===== config.mk =====
export PLATFORM = sky130hd
export DESIGN_NAME = ram_master
export DESIGN_NICKNAME = d
export VERILOG_FILES = /design/src/rtl/ram_master.sv
export SDC_FILE = /design/constraint.sdc
export NUM_CORES = 1
export LEC_CHECK = 0
export CELL_PAD_IN_SITES_DETAIL_PLACEMENT = 1
export CELL_PAD_IN_SITES_GLOBAL_PLACEMENT = 2
export CORE_ASPECT_RATIO = 1.25
export CORE_MARGIN = 4
export CORE_UTILIZATION = 39
export CTS_CLUSTER_SIZE = 12
export DETAILED_ROUTE_END_ITERATION = 16
export DONT_BUFFER_PORTS = 1
export PLACE_DENSITY_LB_ADDON = 0.1
export REMOVE_ABC_BUFFERS = 1
export SLEW_MARGIN = 20
export SYNTH_ARGS = -nofsm -noshare
export SYNTH_HDL_FRONTEND = slang
export SYNTH_SLANG_ARGS = --single-unit

===== constraint.sdc =====
create_clock -name clk_i -period 5.9 [get_ports clk_i]
set_clock_uncertainty 0.15 [all_clocks]
set_input_delay 0.59 -clock clk_i [delete_from_list [all_inputs] [get_ports clk_i]]
set_output_delay 0.59 -clock clk_i [all_outputs]
set_load 0.01 [all_outputs]

===== src/rtl/ram_master.sv =====
// ram_master: initiator for a 32x8 single-port RAM with combinational read data.
// It serves single-word read/write requests over a req/ready/ack handshake.
// It also performs a block fill that writes one value to every RAM address.
// All outputs come straight from registers.
module ram_master #(
  parameter int DATA_W = 8,
  parameter int ADDR_W = 5,
  parameter int DEPTH  = 32
) (
  input  logic              clk_i,
  input  logic              rst_i,
  input  logic              req_i,
  input  logic              we_i,
  input  logic [ADDR_W-1:0] addr_i,
  input  logic [DATA_W-1:0] wdata_i,
  output logic              ready_o,
  output logic              ack_o,
  output logic [DATA_W-1:0] rdata_o,
  input  logic              fill_start_i,
  input  logic [DATA_W-1:0] fill_data_i,
  output logic              fill_busy_o,
  output logic              fill_done_o,
  output logic              ram_wen_o,
  output logic [ADDR_W-1:0] ram_addr_o,
  output logic [DATA_W-1:0] ram_din_o,
  input  logic [DATA_W-1:0] ram_dout_i
);

  typedef enum logic [1:0] {
    ST_IDLE   = 2'd0,
    ST_ACCESS = 2'd1,
    ST_FILL   = 2'd2
  } state_t;

  localparam logic [ADDR_W-1:0] LAST_ADDR = ADDR_W'(DEPTH - 1);

  state_t              r_state;
  logic                r_fill_pend;
  logic [DATA_W-1:0]   r_fill_data;
  logic [ADDR_W-1:0]   r_cnt;
  logic                r_ready;
  logic                r_ack;
  logic [DATA_W-1:0]   r_rdata;
  logic                r_fill_busy;
  logic                r_fill_done;
  logic                r_ram_wen;
  logic [ADDR_W-1:0]   r_ram_addr;
  logic [DATA_W-1:0]   r_ram_din;

  // A fill deferred behind a request uses the value captured with it;
  // a fill started during the access cycle itself uses the live input.
  logic [DATA_W-1:0]   w_fill_val;
  assign w_fill_val = r_fill_pend ? r_fill_data : fill_data_i;

  // Controller: request handshake, one-cycle RAM access, and the fill sweep.
  always_ff @(posedge clk_i) begin
    if (rst_i) begin
      r_state     <= ST_IDLE;
      r_fill_pend <= 1'b0;
      r_fill_data <= '0;
      r_cnt       <= '0;
      r_ready     <= 1'b0;
      r_ack       <= 1'b0;
      r_rdata     <= '0;
      r_fill_busy <= 1'b0;
      r_fill_done <= 1'b0;
      r_ram_wen   <= 1'b0;
      r_ram_addr  <= '0;
      r_ram_din   <= '0;
    end else begin
      r_ack       <= 1'b0;
      r_fill_done <= 1'b0;
      case (r_state)
        ST_IDLE: begin
          if (req_i && r_ready) begin
            // The request wins over a simultaneous fill start; the fill is deferred.
            r_ram_addr <= addr_i;
            r_ram_wen  <= we_i;
            r_ram_din  <= wdata_i;
            r_ready    <= 1'b0;
            r_state    <= ST_ACCESS;
            if (fill_start_i) begin
              r_fill_pend <= 1'b1;
              r_fill_data <= fill_data_i;
            end
          end else if (fill_start_i) begin
            r_fill_data <= fill_data_i;
            r_cnt       <= '0;
            r_ram_addr  <= '0;
            r_ram_wen   <= 1'b1;
            r_ram_din   <= fill_data_i;
            r_fill_busy <= 1'b1;
            r_ready     <= 1'b0;
            r_state     <= ST_FILL;
          end else begin
            r_ready <= 1'b1;
          end
        end

        ST_ACCESS: begin
          // The RAM commits a write on this edge; a read captures the combinational data-out.
          r_ack <= 1'b1;
          if (!r_ram_wen) begin
            r_rdata <= ram_dout_i;
          end
          if (r_fill_pend || fill_start_i) begin
            r_fill_pend <= 1'b1;
            r_fill_data <= w_fill_val;
            r_cnt       <= '0;
            r_ram_addr  <= '0;
            r_ram_wen   <= 1'b1;
            r_ram_din   <= w_fill_val;
            r_fill_busy <= 1'b1;
            r_state     <= ST_FILL;
          end else begin
            r_ram_wen <= 1'b0;
            r_ready   <= 1'b1;
            r_state   <= ST_IDLE;
          end
        end

        ST_FILL: begin
          if (r_cnt == LAST_ADDR) begin
            // The last address is written on this edge; the sweep stops without wrapping.
            r_ram_wen   <= 1'b0;
            r_fill_busy <= 1'b0;
            r_fill_done <= 1'b1;
            r_fill_pend <= 1'b0;
            r_ready     <= 1'b1;
            r_state     <= ST_IDLE;
          end else begin
            r_cnt      <= r_cnt + 1'b1;
            r_ram_addr <= r_cnt + 1'b1;
          end
        end

        default: begin
          r_state <= ST_IDLE;
        end
      endcase
    end
  end

  assign ready_o     = r_ready;
  assign ack_o       = r_ack;
  assign rdata_o     = r_rdata;
  assign fill_busy_o = r_fill_busy;
  assign fill_done_o = r_fill_done;
  assign ram_wen_o   = r_ram_wen;
  assign ram_addr_o  = r_ram_addr;
  assign ram_din_o   = r_ram_din;

endmodule


Word level (Yosys, flattened, before mapping)
Index checks and enable logic that the tools add are counted.
- add/sub/neg operators: 1
- multipliers: 0
- divide/modulo/power cells: 0
- order comparisons: 0
- eq/ne operators: 11
- shift operators: 0
- muxes and demuxes: 35
- bitwise gates (word level): 2
- reductions and logical operators: 16
- operators with widths (kind ; count):
    two-way mux 8 bit ; 4
    one-hot mux 8 bit (2 select lines) ; 2
    one-hot mux 5 bit (3 select lines) ; 2
    two-way mux 5 bit ; 5
    AND reduction 5 bit ; 3
    != test 2 bit, second input constant ; 7
    two-way mux 1 bit ; 13
    one-hot mux 1 bit (3 select lines) ; 4
    AND reduction 3 bit ; 4
    two-way mux 2 bit ; 4
    one-hot mux 2 bit (3 select lines) ; 1
    adder 5 x 1 -> 5 bit, second input constant ; 1
    == test 5 bit, second input constant ; 1
    AND reduction 2 bit ; 2
    AND reduction 4 bit ; 1
    != test 3 bit, second input constant ; 1
    nonzero test 3 bit ; 1
    == test 2 x 1 -> 1 bit, second input constant ; 1
    == test 2 bit, second input constant ; 1
    zero test 2 bit ; 1
    inverter 1 bit ; 2
    nonzero test 2 bit ; 1
    OR reduction 2 bit ; 1
    logical AND 1 bit ; 1
    logical OR 1 bit ; 1
- bits in registers: 42
- bits in latches: 0
- RAM bits: 0
- ROM bits: 0
- input bits: 34
- output and inout port bits: 26
- logic and storage cells: 77
- memories: 0

Longest topological paths before layout
Gate-level depths: netlist of run 1.
- word-level depth: 3
- gate-level depth with buffers: 7
- gate-level depth less buffers: 7

Worst setup path after synthesis of run 1
OpenSTA, ideal clock, no wires.
- path type: reg-to-reg
- start point: reg r_cnt[0]
- end point: reg r_ram_addr[0] (netlist: ram_addr_o[0])
- library setup time: 0.091 ns
- arrival: 1.730 ns
- required time: 5.659 ns
- setup slack: 3.929 ns
- stages on the path, launching flop included: 8
- path buffers: 0
- clock period less this slack: 1.971 ns
- path through: dfxtp_1 ha_1 and3_1 ha_1 a21o_1 a221oi_4 nor2_1 a311oi_1
- cells in the longest elaborated chain, start to end: 3
- elaborated cells on any way between the ends: 6
- classes of those cells: add/sub: 1; eq/ne: 2; mux: 2; reduce/logical: 1
- RTL lines (what ; line ; source):
    from (decl) ; 40 ; logic [ADDR_W-1:0] r_cnt;
    from (signal assigned) ; 132 ; r_cnt <= r_cnt + 1'b1;
    adder 5 x 1 -> 5 bit / == test 5 bit (equally long branches) ; 133, 123 ;
    two-way mux 5 bit / != test 2 bit (equally long branches) ; n/a ;
    one-hot mux 5 bit (3 select lines) / AND reduction 4 bit (equally long branches) ; n/a ;
    to (signal assigned) ; 77 ; r_ram_addr <= addr_i;
    to (signal assigned) ; 133 ; r_ram_addr <= r_cnt + 1'b1;
    to (decl) ; 47 ; logic [ADDR_W-1:0] r_ram_addr;
Parallel ways exist; a longest one is shown, timed or not. The select of a mux whose other input is x is not followed.
A chain may end at the register's enable or synchronous reset.

Final worst setup path of run 1
- start point: reg r_state[1]
- end point: reg r_cnt[1]
- cells in the longest elaborated chain, start to end: 3
- elaborated cells on any way between the ends: 10
- classes of those cells: eq/ne: 6; mux: 1; reduce/logical: 3
- RTL lines (what ; line ; source):
    from (decl) ; 37 ; state_t r_state;
    from (signal assigned) ; 58 ; r_state <= ST_IDLE;
    from (signal assigned) ; 81 ; r_state <= ST_ACCESS;
    from (signal assigned) ; 94 ; r_state <= ST_FILL;
    == test 2 bit (tied with other cells) ; 73 ; case (r_state)
    != test 2 bit (no line) / nonzero test 3 bit (equally long branches) ; n/a ;
    AND reduction 5 bit (no line) ; n/a ;
Parallel ways exist; a longest one is shown, timed or not.

==> flow_metrics.py, run 1 <==
metrics = {
    "floorplan": {
        "ios": 60,
        "initial_core_util_pct": 41.0,
        "fp-row-count": 29,
        "coreArea_mm2": 0.00519,
        "dieArea_mm2": 0.00671,
        "dieWidth_um": 74.1,
        "die_y_um": 90.6,
    },
    "sta": {
        "setup_viol": 0,
        "finalMaxSlewViolations": 0,
        "min_period_ps": 2600,
        "max_freq_ghz": 0.384,
        "post-route-period-util_pct": 44.1,
        "tns_ps": 0,
        "timing.final.ws_setup_ps": 3300,
        "hold_violations": 0,
        "rsz0062_at_grt": "no",
        "worst_pin_slew_ps": 854,
        "slew_headroom_pct": 43.0,
    },
    "setup_path": {
        "cp-startpoint": "r_state[1]",
        "start_kind": "flop",
        "rr_startpoint": "r_state[1]",
        "path_cells": "inv_1, ha_1, nand2b_1, a2bb2oi_1, o21ai_0, a21oi_1",
        "cpPeakStageDelay_ps": 700,
        "worstPathArrival_ps": 2680,
        "crit_required_ps": 5980,
        "crit_path_end": "r_cnt[1]",
        "critPathMaxFanout": 25,
        "critPathKind": "reg -> reg",
        "end_kind": "flop",
        "r2r_end": "r_cnt[1]",
        "ff2ff_path_depth": 6,
        "r2r_slack_ps": 3300,
        "slowest_stage": "a2bb2oi_1",
    },
    "logic_synthesis": {
        "synth_area_mm2": 0.00213,
        "ys_seq_elements": 42,
        "postSynthCellCount": 234,
        "synth.distinct_cells": 42,
        "avgSynthCellArea_um2": 9.09,
        "synth_warnings": 0,
        "seq_area_frac_synth_pct": 39.5,
    },
    "place": {
        "place_hpwl_mm": 3.85,
        "port_buffers": 0,
        "placed_cells": 282,
        "gp_congestion": 0.725,
        "dp_slack_ps": 3330,
    },
    "finish": {
        "syn2layout_area_growth_pct": 7.24,
        "antenna_cells": 0,
        "fillCellCount": 604,
        "nNetsFinal": 267,
        "drive_gt1_share_pct": 9.65,
        "final_cells": 290,
    },
    "detailed_routing": {
        "drt-pass1-iter-count": 4,
        "antenna_left": 0,
        "viasPerCell": 5.80,
        "routed_wl_mm": 5.34,
        "vias": 1683,
        "drt_iter0_drc": 81,
        "wl_per_cell_um": 18.4,
        "drc": 0,
    },
    "power": {
        "leakagePower_uw": 0.000859,
        "ir_drop_uv": 206,
        "power_density_mw_per_mm2": 478,
    },
    "cts": {
        "post_cts_buffers": 0,
        "cts_buffers": 5,
        "ctsHoldBuffers": 0,
        "clk_path_buf_depth": 2,
        "cts_resized": 0,
        "clk_pin_slew_worst_paths_ps": 80,
        "htree_levels": 2,
        "root_buffer": "clkbuf_8",
        "cts_tree": "built",
        "cts.sinks": 42,
        "insertion_delay_ps": 290,
    },
    "grt": {
        "grt_use_total_pct": 16.3,
        "grt_start_max_net_pins": 43,
        "overflow": 0,
        "antenna_found_initial": 0,
        "grt_pass1_vias": 1713,
        "grt_pass1_wl_mm": 8.69,
    },
    "min_path": {
        "hold_path.class": "in -> reg",
    },
    "flow_run": {
        "maxCapViolCount": 0,
    },
    "outcome": {
        "status": "complete, no violations",
    },
}
[final cells by class]
type                       count  area [um2]  area share (%)
clock inverter                 3        68.8            3.02
tap                           62        77.6            3.40
clock buffer                   5        68.8            3.02
sequential                    42         841            36.9
inverter                       4        15.0           0.658
multi-input combinational    174        1210            53.0
[how the worst min path moves through the flow]
stage | from | to | depth (start not counted)
2_1_floorplan | r_cnt[4] | r_cnt[4] | 2
3_3_place_gp | r_cnt[4] | r_cnt[4] | 2
3_5_place_dp | r_cnt[4] | r_cnt[4] | 2
4_1_cts | rst_i | rdata_o[2] | 1
5_1_grt | rst_i | rdata_o[2] | 1
6_report | rst_i | r_cnt[4] | 1
[power breakdown]
group / total, uW / leakage [uW] / internal [uW] / switching, uW
sequential: 441 / 0.000344 / 352 / 89.3
combinational: 378 / 0.000447 / 160 / 218
clock: 272 / 0.0000683 / 170 / 102
[logic make-up (layout without fill, tap and decap cells)]
| kind of cell | count (synthesis) | count (layout) | synth area share (%) |
|---|---|---|---|
| simple gates | 77 | 77 | 17.2 |
| compound gates | 56 | 56 | 19.4 |
| flops | 42 | 42 | 39.5 |
| mux | 33 | 33 | 16.0 |
| buf+inv | 18 | 12 | 3.59 |
| fa+ha+maj | 6 | 6 | 3.53 |
| xor+xnor | 2 | 2 | 0.824 |
[layout by cell type (no fill, tap or decap), types with 2 or more instances in the layout]
| cell type | count |
|---|---|
| a31oi_1 | 2 |
| or3_1 | 4 |
| ha_1 | 6 |
| a21oi_1 | 10 |
| dfxtp_1 | 42 |
| nand2_1 | 15 |
| nand3_1 | 2 |
| and3_1 | 2 |
| bufinv_16 | 2 |
| nor2b_1 | 6 |
| mux2_2 | 8 |
| o21ai_0 | 16 |
| inv_1 | 3 |
| clkbuf_8 | 5 |
| a32oi_1 | 2 |
| o21ai_4 | 2 |
| a221oi_1 | 8 |
| a211oi_1 | 6 |
| mux2i_1 | 25 |
| nor3b_1 | 2 |
| nor2_1 | 37 |
| nand4b_1 | 3 |
[critical path, delay by kind of cell, from the launching register on]
kind / cells / cell delay [ps]
buf+inv: 1 / 90
compound gates: 3 / 1110
simple gates: 1 / 180
fa+ha+maj: 1 / 650
flops: 1 / 350
[routing by layer]
metal	global-route usage (%)	up-vias	part of all wire (%)
met1	21.5	813	44
met4	3.63	0	0.60
met3	4.45	4	6.7
met2	26.0	39	49
li1	-	827	-
met5	0	-	0
[synthesized netlist by cell type]
library cell | n | area share [%]
a22oi_1 | 1 | 0.35
nor2b_1 | 6 | 1.8
and3_1 | 2 | 0.59
nand4b_1 | 3 | 1.2
dfxtp_1 | 42 | 40
a21o_1 | 1 | 0.35
nor3_1 | 1 | 0.24
a31oi_1 | 2 | 0.59
a221oi_4 | 1 | 1.2
a2bb2oi_1 | 1 | 0.41
inv_1 | 3 | 0.53
o22ai_1 | 1 | 0.29
a21oi_1 | 10 | 2.4
nand2b_1 | 1 | 0.29
nand3b_1 | 1 | 0.35
and2_1 | 1 | 0.29
nand2_1 | 15 | 2.6
inv_2 | 1 | 0.18
xor2_1 | 1 | 0.41
nor3b_1 | 2 | 0.71
o21ai_4 | 2 | 1.5
or3_1 | 4 | 1.2
buf_2 | 4 | 0.94
or4b_1 | 1 | 0.47
a211oi_1 | 6 | 2.1
mux2_2 | 8 | 4.2
nand3_1 | 2 | 0.47
o21a_1 | 1 | 0.35
ha_1 | 6 | 3.5
nor2_1 | 37 | 6.5
o21ai_0 | 16 | 3.8
and3b_1 | 1 | 0.41
clkbuf_1 | 9 | 1.6
a21bo_2 | 1 | 0.47
mux2i_1 | 25 | 12
a311oi_1 | 1 | 0.41
buf_4 | 1 | 0.35
o211ai_2 | 1 | 0.59
o32ai_1 | 1 | 0.41
a221oi_1 | 8 | 3.3
xnor2_1 | 1 | 0.41
a32oi_1 | 2 | 0.82
[flip-flops by register name, summed over array words and instances (netlist names)]
register and flops:
r_state 2, r_cnt 5, ack_o 1, ram_wen_o 1, ram_din_o 8, r_fill_data 8
fill_done_o 1, r_fill_pend 1, fill_busy_o 1, rdata_o 8, ready_o 1, ram_addr_o 5
[per-stage QoR]
step	utilization, %	power, uW	instance area (um2)	hold WS (ps)
floorplan	-	732	2070	302
global placement	41.3	813	2140	318
detailed placement	41.3	833	2140	339
CTS	44.0	1110	2280	199
global route	44.0	1170	2280	183
finish	44.0	1090	2280	205
Note: power is estimated with default switching activity, not from simulation.
==> inputs of run 2 (changes only) <==
- CORE_UTILIZATION: 39 -> 37
- clock period: 5.9 -> 2.7 ns (I/O delays scaled with it)
==> run 2 against run 1 <==
- sequential share of layout area down 3.0 points
- highest routed layer unchanged
- die area rose by 4.9%
- first-iteration DRC count fell by 57%
==> flow_metrics.py, run 2 (synthesis results as in run 1) <==
metrics = {
    "place": {
        "placed_cells": 288,
        "port_buffers": 0,
        "gp_congestion": 0.805,
        "place_hpwl_mm": 3.94,
        "placed_area_mm2": 0.00218,
    },
    "floorplan": {
        "die_y_um": 92.8,
        "fp-row-count": 30,
        "coreArea_mm2": 0.00552,
        "dieArea_mm2": 0.00703,
        "initial_core_util_pct": 38.5,
        "dieWidth_um": 75.8,
        "ios": 60,
    },
    "sta": {
        "worst_pin_slew_ps": 657,
        "min_period_ps": 2190,
        "slew_headroom_pct": 56.2,
        "tns_ps": 0,
        "setup_viol": 0,
        "hold_violations": 0,
        "finalMaxSlewViolations": 0,
        "max_freq_ghz": 0.457,
        "post-route-period-util_pct": 81.1,
        "rsz0062_at_grt": "no",
    },
    "cts": {
        "root_buffer": "clkbuf_8",
        "clk_path_buf_depth": 2,
        "cts_resized": 0,
        "ctsHoldBuffers": 16,
        "insertion_delay_ps": 290,
        "clk_pin_slew_worst_paths_ps": 90,
        "cts_buffers": 5,
        "cts.sinks": 42,
        "post_cts_buffers": 0,
        "htree_levels": 2,
        "cts_tree": "built",
    },
    "finish": {
        "final_common_cell": "dfxtp_1",
        "final_area_mm2": 0.00248,
        "final_cells": 312,
        "drive_gt1_share_pct": 10.9,
        "syn2layout_area_growth_pct": 16.8,
        "nNetsFinal": 287,
        "fillCellCount": 632,
        "antenna_cells": 0,
        "fin_util_pct": 45.0,
        "final_cell_mix": "42 x dfxtp_1, 37 x nor2_1, 25 x mux2i_1",
    },
    "setup_path": {
        "cp_top_family": "compound AO/OA/AOI/OAI gates",
        "end_kind": "flop",
        "crit_cells": 6,
        "start_kind": "flop",
        "critPathMaxFanout": 14,
        "critPathKind": "reg -> reg",
        "cpPeakStageDelay_ps": 530,
        "r2r_slack_ps": 510,
        "slowest_stage": "a221oi_4",
        "path_buf_inv": 1,
        "worstPathArrival_ps": 2240,
        "r2r_end": "ram_addr_o[0]",
        "rr_startpoint": "r_state[1]",
        "path_cells": "inv_1, ha_1, nor2b_1, a221oi_4, nor2_1, a311oi_1",
        "ff2ff_path_depth": 6,
        "crit_required_ps": 2750,
    },
    "grt": {
        "use_met1_pct": 19.2,
        "use_met2_pct": 30.8,
        "antenna_found_initial": 0,
        "grt_start_max_net_pins": 43,
        "overflow": 0,
        "grt-busiest-layer": "met2",
        "grt_pass1_wl_mm": 9.46,
        "grt_util_met3_pct": 4.89,
        "grt_pass1_vias": 1971,
        "grt_use_total_pct": 17.3,
    },
    "detailed_routing": {
        "wl_per_cell_um": 18.2,
        "vias": 1764,
        "drt-pass1-iter-count": 4,
        "antenna_left": 0,
        "drc": 0,
        "viasPerCell": 5.65,
        "drt_iter0_drc": 35,
        "routed_wl_mm": 5.69,
    },
    "power": {
        "power_uw": 2440,
        "leakagePower_uw": 0.000952,
        "power_density_mw_per_mm2": 980,
        "ir_drop_uv": 533,
    },
    "outcome": {
        "status": "complete, no violations",
    },
    "flow_run": {
        "maxCapViolCount": 0,
    },
    "min_path": {
        "min_to": "r_fill_data[3]",
        "hp-start": "fill_data_i[3]",
        "min_path_cells": 2,
        "hold_path.class": "in -> reg",
    },
}
## run 2: per-stage QoR
stage	setup WS, ps	hold slack (ps)
5_1_grt	230	32.3
4_1_cts	478	1.68
3_5_place_dp	497	196
3_3_place_gp	584	194
6_report	511	11.4
2_1_floorplan	633	189
## run 2: worst max-delay path by stage
stage | start | end
after floorplan | r_state[1] | rdata_o[0]
after global placement | r_state[1] | ram_addr_o[0]
after detailed placement | r_state[1] | ram_addr_o[0]
after CTS | r_state[1] | ram_addr_o[0]
after global routing | r_state[1] | ram_addr_o[0]
final | r_state[1] | ram_addr_o[0]
## run 2: metal layers
| layer | wire (um) | up-vias |
|---|---|---|
| li1 | - | 866 |
| met1 | 2290 | 858 |
| met2 | 3030 | 36 |
| met3 | 329 | 4 |
| met4 | 45 | 0 |
| met5 | 0 | - |
## run 2: cell type report
| class | instances | area [um2] | area share, % |
|---|---|---|---|
| Inverter | 4 | 15.0 | 0.605 |
| Tap cell | 64 | 80.1 | 3.22 |
| Timing Repair Buffer | 20 | 200 | 8.06 |
| Clock inverter | 3 | 68.8 | 2.77 |
| Clock buffer | 5 | 68.8 | 2.77 |
| Multi-Input combinational cell | 174 | 1210 | 48.7 |
| Sequential cell | 42 | 841 | 33.9 |
## run 2: report_power, final
part	switching [uW]	internal, uW	leakage (uW)
combinational	493	383	0.000539
sequential	197	769	0.000344
clock	222	371	0.0000683
total	912	1520	0.000952
